File: config.mk
export PLATFORM = sky130hd
export DESIGN_NAME = calc2_req_issuer
export DESIGN_NICKNAME = d
export VERILOG_FILES = /design/src/rtl/calc2_req_issuer.sv
export SDC_FILE = /design/constraint.sdc
export NUM_CORES = 1
export LEC_CHECK = 0
export ABC_AREA = 1
export CAP_MARGIN = 20
export CORE_MARGIN = 10
export CORE_UTILIZATION = 44
export DETAILED_ROUTE_END_ITERATION = 7
export GPL_ROUTABILITY_DRIVEN = 0
export PLACE_DENSITY = 0.84
export SLEW_MARGIN = 15
export SYNTH_ARGS = -nofsm -noshare
export SYNTH_HDL_FRONTEND = slang
export SYNTH_SLANG_ARGS = --single-unit
File: constraint.sdc
create_clock -name c_clk -period 3.4 [get_ports c_clk]
set_clock_uncertainty 0.05 [all_clocks]
set_input_delay 0.68 -clock c_clk [delete_from_list [all_inputs] [get_ports c_clk]]
set_output_delay 0.68 -clock c_clk [all_outputs]
set_load 0.03 [all_outputs]
File: src/rtl/calc2_req_issuer.sv
// calc2_req_issuer
//   Accepts two-operand operations from upstream and issues each to one calc2
//   request port as a two-cycle sequence (command + operand 1, then operand 2),
//   tagging each with one of four tags. It tracks outstanding tags, matches
//   calc2 responses back to them and emits one completion per operation. A tag
//   left outstanding for TIMEOUT_CYCLES cycles produces a timeout completion.
//
// Ports
//   c_clk, reset                 clock, synchronous active-high reset
//   op_valid/op_ready            upstream handshake
//   op_cmd, op_data1, op_data2   operation to issue
//   req_cmd_out/_data_out/_tag_out   registered calc2 request lane
//   resp_in/resp_data_in/resp_tag_in calc2 response lane
//   cpl_valid/_resp/_data/_tag/_cmd  registered one-cycle completion
//   outstanding                  popcount of busy tags (0..4)
//   err_unexpected               sticky: response seen for a tag not in flight
module calc2_req_issuer #(
  parameter int TIMEOUT_CYCLES = 63
) (
  input  logic        c_clk,
  input  logic        reset,
  input  logic        op_valid,
  output logic        op_ready,
  input  logic [3:0]  op_cmd,
  input  logic [31:0] op_data1,
  input  logic [31:0] op_data2,
  output logic [3:0]  req_cmd_out,
  output logic [31:0] req_data_out,
  output logic [1:0]  req_tag_out,
  input  logic [1:0]  resp_in,
  input  logic [31:0] resp_data_in,
  input  logic [1:0]  resp_tag_in,
  output logic        cpl_valid,
  output logic [1:0]  cpl_resp,
  output logic [31:0] cpl_data,
  output logic [1:0]  cpl_tag,
  output logic [3:0]  cpl_cmd,
  output logic [2:0]  outstanding,
  output logic        err_unexpected
);

  localparam logic [7:0] TO_VAL = 8'(TIMEOUT_CYCLES);

  typedef enum logic [1:0] {IDLE, CMD, OP2} state_t;

  state_t      state_q, state_d;
  logic        accept;

  // Request lane registers
  logic [3:0]  req_cmd_q, req_cmd_d;
  logic [31:0] req_data_q, req_data_d;
  logic [1:0]  req_tag_q, req_tag_d;
  logic        op_ready_q, op_ready_d;

  // Latched operand 2 and tag of the operation currently being issued
  logic [31:0] data2_q, data2_d;
  logic [1:0]  cur_tag_q, cur_tag_d;

  // Tag tracking
  logic [3:0]  busy_q, busy_d;
  logic [7:0]  cnt_q [4];
  logic [7:0]  cnt_d [4];
  logic [3:0]  cmd_store_q [4];
  logic [3:0]  cmd_store_d [4];
  logic [1:0]  alloc_tag;
  logic [3:0]  alloc_mask;
  logic [3:0]  free_mask;
  logic [3:0]  to_vec;
  logic [1:0]  to_tag;
  logic        resp_hit;
  logic        resp_unexp;

  // Completion registers
  logic        cpl_valid_q, cpl_valid_d;
  logic [1:0]  cpl_resp_q, cpl_resp_d;
  logic [31:0] cpl_data_q, cpl_data_d;
  logic [1:0]  cpl_tag_q, cpl_tag_d;
  logic [3:0]  cpl_cmd_q, cpl_cmd_d;
  logic        err_q, err_d;

  // op_ready is registered, so it already encodes "IDLE or OP2 with a free tag"
  assign accept = op_valid & op_ready_q;

  // ---------------------------------------------------------------- FSM state register
  always_ff @(posedge c_clk) begin
    if (reset) state_q <= IDLE;
    else       state_q <= state_d;
  end

  // ---------------------------------------------------------------- FSM next state
  always_comb begin
    state_d = state_q;
    case (state_q)
      IDLE:    state_d = accept ? CMD : IDLE;
      CMD:     state_d = OP2;
      OP2:     state_d = accept ? CMD : IDLE;
      default: state_d = IDLE;
    endcase
  end

  // ---------------------------------------------------------------- FSM outputs
  // Request registers are loaded with what the next state must present, so
  // the CMD beat appears in the cycle right after the accept edge.
  always_comb begin
    req_cmd_d  = 4'd0;
    req_data_d = 32'd0;
    req_tag_d  = 2'd0;
    data2_d    = data2_q;
    cur_tag_d  = cur_tag_q;
    if (accept) begin
      req_cmd_d  = op_cmd;
      req_data_d = op_data1;
      req_tag_d  = alloc_tag;
      data2_d    = op_data2;
      cur_tag_d  = alloc_tag;
    end else if (state_q == CMD) begin
      req_data_d = data2_q;
      req_tag_d  = cur_tag_q;
    end
    // Ready is computed against the next-cycle bitmap: a tag freed this cycle
    // becomes usable from the next cycle on, never in the same one.
    op_ready_d = ((state_d == IDLE) || (state_d == OP2)) && !(&busy_d);
  end

  // ---------------------------------------------------------------- tag tracking and completion
  always_comb begin
    // Lowest-numbered free tag
    alloc_tag = 2'd0;
    for (int i = 3; i >= 0; i--) begin
      if (!busy_q[i]) alloc_tag = 2'(i);
    end
    alloc_mask = accept ? (4'b0001 << alloc_tag) : 4'b0000;

    // Lowest-numbered tag whose counter has saturated
    for (int i = 0; i < 4; i++) begin
      to_vec[i] = busy_q[i] && (cnt_q[i] == TO_VAL);
    end
    to_tag = 2'd0;
    for (int i = 3; i >= 0; i--) begin
      if (to_vec[i]) to_tag = 2'(i);
    end

    resp_hit   = (resp_in != 2'd0) &&  busy_q[resp_tag_in];
    resp_unexp = (resp_in != 2'd0) && !busy_q[resp_tag_in];

    free_mask   = 4'b0000;
    cpl_valid_d = 1'b0;
    cpl_resp_d  = cpl_resp_q;
    cpl_data_d  = cpl_data_q;
    cpl_tag_d   = cpl_tag_q;
    cpl_cmd_d   = cpl_cmd_q;
    err_d       = err_q | resp_unexp;

    // A matched response wins; any saturated tag waits for a free cycle.
    if (resp_hit) begin
      cpl_valid_d = 1'b1;
      cpl_resp_d  = resp_in;
      cpl_data_d  = resp_data_in;
      cpl_tag_d   = resp_tag_in;
      cpl_cmd_d   = cmd_store_q[resp_tag_in];
      free_mask   = 4'b0001 << resp_tag_in;
    end else if (|to_vec) begin
      cpl_valid_d = 1'b1;
      cpl_resp_d  = 2'd3;
      cpl_data_d  = 32'd0;
      cpl_tag_d   = to_tag;
      cpl_cmd_d   = cmd_store_q[to_tag];
      free_mask   = 4'b0001 << to_tag;
    end

    // Alloc and free masks never overlap: one targets free tags, the other busy ones.
    busy_d = (busy_q & ~free_mask) | alloc_mask;

    for (int i = 0; i < 4; i++) begin
      if (alloc_mask[i]) begin
        cnt_d[i]       = 8'd0;
        cmd_store_d[i] = op_cmd;
      end else begin
        cnt_d[i]       = (busy_q[i] && (cnt_q[i] != TO_VAL)) ? cnt_q[i] + 8'd1 : cnt_q[i];
        cmd_store_d[i] = cmd_store_q[i];
      end
    end
  end

  // ---------------------------------------------------------------- registers
  always_ff @(posedge c_clk) begin
    if (reset) begin
      req_cmd_q   <= 4'd0;
      req_data_q  <= 32'd0;
      req_tag_q   <= 2'd0;
      op_ready_q  <= 1'b0;
      busy_q      <= 4'b0000;
      for (int i = 0; i < 4; i++) cnt_q[i] <= 8'd0;
      cpl_valid_q <= 1'b0;
      cpl_resp_q  <= 2'd0;
      cpl_data_q  <= 32'd0;
      cpl_tag_q   <= 2'd0;
      cpl_cmd_q   <= 4'd0;
      err_q       <= 1'b0;
    end else begin
      req_cmd_q   <= req_cmd_d;
      req_data_q  <= req_data_d;
      req_tag_q   <= req_tag_d;
      op_ready_q  <= op_ready_d;
      busy_q      <= busy_d;
      for (int i = 0; i < 4; i++) cnt_q[i] <= cnt_d[i];
      cpl_valid_q <= cpl_valid_d;
      cpl_resp_q  <= cpl_resp_d;
      cpl_data_q  <= cpl_data_d;
      cpl_tag_q   <= cpl_tag_d;
      cpl_cmd_q   <= cpl_cmd_d;
      err_q       <= err_d;
    end
  end

  // Operand and per-tag command storage is only read for busy tags or in CMD,
  // so it needs no reset.
  always_ff @(posedge c_clk) begin
    data2_q   <= data2_d;
    cur_tag_q <= cur_tag_d;
    for (int i = 0; i < 4; i++) cmd_store_q[i] <= cmd_store_d[i];
  end

  assign op_ready       = op_ready_q;
  assign req_cmd_out    = req_cmd_q;
  assign req_data_out   = req_data_q;
  assign req_tag_out    = req_tag_q;
  assign cpl_valid      = cpl_valid_q;
  assign cpl_resp       = cpl_resp_q;
  assign cpl_data       = cpl_data_q;
  assign cpl_tag        = cpl_tag_q;
  assign cpl_cmd        = cpl_cmd_q;
  assign err_unexpected = err_q;
  assign outstanding    = {2'b00, busy_q[0]} + {2'b00, busy_q[1]}
                        + {2'b00, busy_q[2]} + {2'b00, busy_q[3]};

endmodule

==> results of run 1 <==
==> layout make-up <==
cell class	instances	area, um^2	share of cell area [%]
inverter	65	244	2.63
multi-input combinational	493	2360	25.5
tap	184	230	2.48
clock inverter	15	151	1.63
sequential	169	3880	41.9
timing repair buffer	198	1970	21.3
clock buffer	17	425	4.59
==> layer usage <==
layer	vias up	global-route usage [%]	part of all wire (%)	routed length [um]
met5	-	0	0	0
met3	28	5.24	7.6	1390
met1	2661	20.5	41	7440
met2	206	29.6	50	9090
li1	2893	-	-	-
met4	0	6.73	2.2	395
==> cell usage in the layout (no fill, tap or decap), types with 2 or more instances in the layout <==
| master | instances |
|---|---|
| clkdlybuf4s50_1 | 189 |
| nand2_1 | 190 |
| or2_2 | 5 |
| nor2_2 | 4 |
| a21oi_1 | 77 |
| bufinv_16 | 2 |
| o221ai_1 | 2 |
| inv_1 | 59 |
| inv_6 | 2 |
| edfxtp_1 | 50 |
| dfxtp_1 | 119 |
| o21a_1 | 4 |
| inv_2 | 5 |
| clkinv_1 | 4 |
| nor2_1 | 37 |
| buf_4 | 7 |
| nand2_4 | 2 |
| o21ai_1 | 2 |
| nand2_2 | 4 |
| clkbuf_16 | 17 |
| ha_1 | 7 |
| nand4_1 | 12 |
| o21bai_1 | 2 |
| clkinv_4 | 2 |
| nand3_1 | 80 |
| nor3_1 | 3 |
| o21ai_0 | 48 |
| xnor2_1 | 3 |
| clkinvlp_4 | 6 |
==> power breakdown <==
group	switching (uW)	total (uW)	leakage, uW	internal [uW]
Combinational	211	406	0.00186	195
Clock	798	1880	0.000261	1080
Sequential	20.1	2150	0.00143	2130
==> kinds of logic (layout without fill, tap and decap cells) <==
group,Yosys count,after routing,synth area share (%)
and+or+nand+nor,341,341,22.2
DFF,169,169,58.6
AOI/OAI and AO/OA,140,140,11.2
buffers and inverters,94,295,5.87
adders and majority gates,8,8,1.62
xor gates and xnor gates,4,4,0.529
==> worst paths after layout <==
kind,start,endpoint
worst min-delay path,state_q[0],state_q[0]
worst max-delay path,busy_q[0],outstanding[2]
worst min register to register,state_q[0],state_q[0]
worst max register to register,cnt_q[0][0],cpl_data[8]
==> flip-flops by register name, indices dropped and copies added, names as in the netlist, 2 cells and up <==
name,count
busy_q,4
cmd_store_q,16
cnt_q,32
cpl_cmd,4
cpl_data,32
cpl_resp,2
cpl_tag,2
cur_tag_q,2
data2_q,32
req_cmd_out,4
req_data_out,32
req_tag_out,2
state_q,2
==> per-stage QoR <==
stage          worst slack, ns  instance area (um^2)  util (%)  instances  power (uW)
2_1_floorplan            0.763                  6630         -        756        2370
5_1_grt                 0.0155                  9270      63.3       1141        4590
6_report                 0.119                  9270      63.3       1141        4430
4_1_cts                 0.0971                  9270      63.3       1141        4470
3_5_place_dp             0.372                  8690      59.4       1109        2600
3_3_place_gp             0.410                  8690      59.4       1109        2590
==> worst reg2reg max path, delay by kind of cell (launching register included) <==
kind,cells,cell delay (ns)
and+or+nand+nor,7,0.95
buffers and inverters,2,0.45
DFF,1,0.33
adders and majority gates,1,0.24
AOI/OAI and AO/OA,1,0.14
==> what timing repair did <==
action	in CTS	in global routing
hold buffers	0	0
resized for setup	1	0
setup endpoints to repair	1	0
hold endpoints to repair	0	0
==> flow_summary.ini, run 1 <==
[cts]
htreeDepth = 4
postCtsSetupBuffers = 0
cts_tree = yes
path_clk_slew_ns = 0.06
cts.path.max_buffers = 2
cts-root-buf = clkbuf_16
cts_num_sinks = 169
clk_latency_ns = 0.42
cts-buffers-inserted = 17

[synthesis]
yosys-top-cells-area = dfxtp_1 36%, edfxtp_1 23%, nand2_1 11%
ys_ff_latch = 169
synth_cell_types = 38
syn_inst = 756
syn-cell-area_um2 = 6630
ys_seq_area_share_pct = 58.6
synthTopCellsByCount = 190 x nand2_1, 119 x dfxtp_1, 80 x nand3_1
synth_most_common_cell = nand2_1
dominantRegCellSynth = dfxtp_1
synth_edf_count = 50
synth_top_area_cell = dfxtp_1
ys_async_sr_fraction_pct = 0
syn_avg_cell_area_um2 = 8.77
synth_top_area_share_pct = 36.0
synth_nets = 871
yosysWarningCount = 0

[run_status]
status = completed

[finish]
fin_nets = 1059
area_growth_pct = 39.9
layout-drive-gt1-share_pct = 6.17
antenna_cells = 0
fill_cells = 1188

[global_route]
grt_max_degree = 69
grt.total_usage_pct = 17.5
gr-total-overflow = 0
antenna_found_initial = 0
grt_pass1_vias = 5496
grt_pass1_wl_um = 28400

[worst_setup_path]
worstPathMaxFanout = 7
slowest_stage = clkdlybuf4s50_1
regToRegSetupSlack_ns = 1.16
cp.arrival_ns = 2.55
critical_path.most_common_cell = ha_1
crit_path_end_kind = primary output
cp_top_family = adder cells
crit_required_ns = 2.67
cp-start-kind = flip-flop
reg2reg_depth = 11
cp_cell_sequence = inv_2 > fa_1 > inv_1 > ha_1 > ha_1 > clkdlybuf4s50_1
cpPeakStageDelay_ns = 0.59
path_buf_inv = 3
cp.depth = 6
path_class = reg -> out

[place]
dp_hpwl_um = 13400
numPortBuffers = 190

[floorplan]
dieArea_um2 = 20400
die_w_um = 143
num_rows = 44
core_region_area_um2 = 14600
die-height_um = 143
start_util_pct = 45.2
ios = 191

[drt]
first_pass_iters = 5
vias_per_cell = 5.07
drtAntennaViolNets = 0
drt-initial-drc-count = 453
wire_per_inst_um = 16.1
drc_errors = 0
route.vias.total = 5788
wirelength_um = 18300

[flow_run]
drv_cap = 0

[pwr]
power_density_nw_per_um2 = 478
p_leak_uw = 0.00355
ir_drop_mv = 0.403

[sta]
worst_pin_slew_ns = 0.518
slew_headroom_pct = 65.4
holdWs_ns = 0.380
finalCriticalPeriod_ns = 3.28
rsz0062_at_grt = false
finalSetupTns_ns = 0
fin_crit_sh_pct = 96.5
setup_viol = 0
finalHoldViolations = 0
max_freq_mhz = 305
maxSlewViolCount = 0

[worst_hold_path]
hold_depth = 1
hold_path_class = reg -> reg
Power figures use the tool's default switching activity.
==> run 2, diff against run 1 <==
Settings changed: GPL_ROUTABILITY_DRIVEN 0 to 1.
==> flow_summary.ini, run 2 (synthesized netlist as in run 1, its figures left out) <==
[run_status]
status = completed

[floorplan]
die_w_um = 143
core_region_area_um2 = 14600
num_rows = 44
ios = 191
die-height_um = 143
start_util_pct = 45.2
dieArea_um2 = 20400

[finish]
layout-drive-gt1-share_pct = 6.48
antenna_cells = 0
final_cell_mix = 190 x nand2_1, 189 x clkdlybuf4s50_1, 118 x dfxtp_1
area_growth_pct = 39.8
final_area_um2 = 9270
final_common_cell = nand2_1
fin_nets = 1059
fill_cells = 1229

[pwr]
p_leak_uw = 0.00357
internal_power_uw = 3320
power.switching_uw = 1050
power_density_nw_per_um2 = 472
p_seq_share_pct = 49.2
ir_drop_mv = 0.324
swShare_pct = 23.9
clkPwrFrac_pct = 41.6
pwr-share-comb_pct = 9.3

[drt]
wirelength_um = 18100
drt-initial-drc-count = 477
drtAntennaViolNets = 0
route.vias.total = 5789
first_pass_iters = 5
wire_per_inst_um = 15.9
vias_per_cell = 5.07
drc_errors = 0

[cts]
cts-buffers-inserted = 17
postCtsHoldBufs = 0
clk_latency_ns = 0.42
path_clk_slew_ns = 0.07
htreeDepth = 4
cts.path.max_buffers = 2
cts-root-buf = clkbuf_16
postCtsSetupBuffers = 0
cts_num_sinks = 169
cts_tree = yes

[place]
dpl-instance-area_um2 = 8710
dp_hpwl_um = 13400
gp_congestion = 0.888
numPortBuffers = 190

[worst_setup_path]
crit_required_ns = 2.67
cp-start-kind = flip-flop
path_class = reg -> out
cp.arrival_ns = 2.49
crit_path_end_kind = primary output
worstPathMaxFanout = 5

[sta]
max_freq_mhz = 310
finalHoldViolations = 0
rsz0062_at_grt = false
maxSlewViolCount = 0
finalSetupTns_ns = 0
slew_headroom_pct = 61.8
finalCriticalPeriod_ns = 3.22
worst_pin_slew_ns = 0.570
fin_crit_sh_pct = 94.7
setup_viol = 0

[global_route]
antenna_found_initial = 0
grt_pass1_vias = 5456
grt_pass1_wl_um = 27900
gr-total-overflow = 0
grt_max_degree = 69
grt.total_usage_pct = 17.3

[worst_hold_path]
hold_path_class = reg -> reg

[flow_run]
drv_cap = 0
==> run 2: changes by cell type in the layout (fill, tap and decap cells not counted), sizes merged <==
cell / change
clkinvlp: -4
inv: +7
clkinv: -3
bufinv: -2
clkbuf: +2
==> run 2: worst paths after layout <==
| path | start | endpoint | slack [ns] | cells after the start |
|---|---|---|---|---|
| max | busy_q[1] | outstanding[2] | 0.18 | 6 |
| min | state_q[0] | state_q[0] | 0.38 | 1 |
| max reg2reg | cnt_q[0][0] | cpl_tag[1] | 1.25 | 11 |
| min reg2reg | state_q[0] | state_q[0] | 0.38 | 1 |
==> run 2: layer usage <==
metal	global-route usage, %	vias up	part of all wire [%]	routed length, um
li1	-	2899	-	-
met1	21.0	2658	41	7400
met2	28.4	209	50	9010
met3	5.24	23	7.3	1330
met4	6.51	0	2.0	354
met5	0	-	0	0
==> run 2: critical path: stages, from the launching register on <==
cell             delay, ns
dfxtp_1               0.39
inv_1                 0.14
fa_1                  0.54
inv_1                 0.05
ha_1                  0.18
ha_1                  0.18
clkdlybuf4s50_1       0.60
==> run 2: what timing repair did <==
action | CTS | global route
pin swaps | 0 | 0
resized for setup | 1 | 1
setup endpoints to repair | 1 | 1
==> run 2: final cells by class <==
class	instances	area, um^2	share of cell area [%]
Clock buffer	19	454	4.90
Clock inverter	13	106	1.15
Inverter	65	244	2.63
Multi-Input combinational cell	493	2360	25.5
Sequential cell	169	3880	41.9
Tap cell	184	230	2.48
Timing Repair Buffer	198	1990	21.4
==> run 2: stage by stage <==
stage | hold slack (ns) | std cells | utilization (%) | power, uW | setup slack [ns]
floorplan | 0.351 | 756 | - | 2370 | 0.763
global placement | 0.362 | 1109 | 59.4 | 2590 | 0.400
detailed placement | 0.369 | 1109 | 59.4 | 2600 | 0.368
CTS | 0.379 | 1141 | 63.3 | 4420 | 0.0739
global route | 0.396 | 1141 | 63.3 | 4540 | 0.0453
finish | 0.380 | 1141 | 63.3 | 4370 | 0.179
==> run 2: power groups by stage <==
| stage | Sequential (uW) | Clock (uW) | Combinational, uW |
|---|---|---|---|
| floorplan | 2250 | 0 | 122 |
| global placement | 2190 | 0 | 401 |
| detailed placement | 2190 | 0 | 405 |
| CTS | 2150 | 1870 | 407 |
| global route | 2150 | 1950 | 436 |
| finish | 2150 | 1820 | 405 |
==> run 3, diff against run 2 <==
Settings changed: CTS_BUF_LIST set to sky130_fd_sc_hd__clkbuf_8.
==> flow_summary.ini, run 3 (synthesized netlist as in run 1, its figures left out) <==
[cts]
cts.path.max_buffers = 2
post_cts_resized = 1
cts_num_sinks = 169
cts-buffers-inserted = 17
htreeDepth = 4
path_clk_slew_ns = 0.09
cts-root-buf = clkbuf_8
cts_tree = yes
postCtsHoldBufs = 0
postCtsSetupBuffers = 0
clk_latency_ns = 0.45

[finish]
final_common_cell = nand2_1
area_growth_pct = 37.0
antenna_cells = 0
final_cell_mix = 190 x nand2_1, 189 x clkdlybuf4s50_1, 118 x dfxtp_1
fill_cells = 1253
final_area_um2 = 9080
fin_nets = 1059
layout-drive-gt1-share_pct = 6.48
post-route-util_pct = 62.0

[worst_setup_path]
reg2reg_depth = 11
cp-start-kind = flip-flop
regToRegSetupSlack_ns = 1.26
worstPathMaxFanout = 5
r2r-end = cpl_tag[1]
cp_top_family = adder cells
cp_cell_sequence = inv_1 > fa_1 > inv_1 > ha_1 > ha_1 > clkdlybuf4s50_1
crit_required_ns = 2.67
crit_path_end_kind = primary output
r2r-start = cnt_q[0][0]
path_buf_inv = 3
cp.arrival_ns = 2.52
cpPeakStageDelay_ns = 0.60
path_class = reg -> out
slowest_stage = clkdlybuf4s50_1

[pwr]
power_density_nw_per_um2 = 431
p_leak_uw = 0.00349
ir_drop_mv = 0.216

[sta]
worst_pin_slew_ns = 0.552
maxSlewViolCount = 0
setup_viol = 0
fin_crit_sh_pct = 95.5
finalHoldViolations = 0
holdWs_ns = 0.385
finalSetupTns_ns = 0
rsz0062_at_grt = false
max_freq_mhz = 308
slew_headroom_pct = 63.1
finalCriticalPeriod_ns = 3.25

[floorplan]
core_region_area_um2 = 14600
num_rows = 44
dieArea_um2 = 20400
die_w_um = 143
start_util_pct = 45.2
die-height_um = 143
ios = 191

[global_route]
grt_pass1_vias = 5452
grt.total_usage_pct = 17.1
antenna_found_initial = 0
gr-total-overflow = 0
grt_max_degree = 69
grt_pass1_wl_um = 27700

[worst_hold_path]
hold_depth = 1
hold_path_class = reg -> reg
min_from = state_q[0]
min_to = state_q[0]

[drt]
wire_per_inst_um = 15.8
route.vias.total = 5809
vias_per_cell = 5.09
drtAntennaViolNets = 0
wirelength_um = 18000
drt-initial-drc-count = 491
drc_errors = 0
first_pass_iters = 5

[flow_run]
drv_cap = 0

[place]
gp_congestion = 0.888
numPortBuffers = 190
dp_hpwl_um = 13400
dpl-instance-area_um2 = 8710

[run_status]
status = completed
run 3: changes by cell type in the layout (fill, tap and decap cells not counted), sizes merged:
cell	before	now
clkbuf	19	17
inv	73	74
bufinv	0	1
run 3: worst max-delay path by stage:
stage               startpoint  depth (start not counted)              to  slack, ns
finish               busy_q[1]                          6  outstanding[2]       0.15
floorplan             op_valid                          4    cur_tag_q[0]       0.76
global placement     busy_q[0]                          6  outstanding[1]       0.40
global route         busy_q[1]                          6  outstanding[2]      0.002
detailed placement   busy_q[0]                          6  outstanding[1]       0.37
CTS                  busy_q[0]                          6  outstanding[2]       0.02
run 3: through the flow:
step                std cells  total power, uW  setup slack [ns]
floorplan                 756             2370             0.763
finish                   1141             3910             0.152
global route             1141             4070           0.00213
CTS                      1141             3960            0.0226
global placement         1109             2590             0.400
detailed placement       1109             2600             0.368
run 3: worst reg2reg max path, delay by kind of cell (launching register included):
| kind | cells | cell delay [ns] |
|---|---|---|
| AOI/OAI and AO/OA | 1 | 0.15 |
| adders and majority gates | 1 | 0.23 |
| buffers and inverters | 2 | 0.27 |
| DFF | 1 | 0.38 |
| and+or+nand+nor | 7 | 0.95 |
run 3: final cells by class:
type / instances / area [um^2] / share of cell area (%)
flip-flops and latches: 169 / 3880 / 42.8
repair buffers: 198 / 1990 / 21.9
clock inverters: 15 / 140 / 1.54
well taps: 184 / 230 / 2.54
inverters: 65 / 244 / 2.69
multi-input cells: 493 / 2360 / 26.0
clock buffers: 17 / 234 / 2.58
run 3: report_power, final:
group | leakage [uW] | internal (uW) | switching [uW]
sequential | 0.00143 | 2130 | 20.2
clock | 0.000194 | 597 | 761
combinational | 0.00187 | 196 | 209
total | 0.00349 | 2920 | 990
run 3: per-layer routing:
metal  GRT usage (%)  vias to the layer above  share of wire (%)
li1                -                     2891                  -
met1            20.7                     2673                 41
met2            28.3                      215                 49
met3            4.81                       30                7.2
met4            6.51                        0                2.4
met5               0                        -                  0
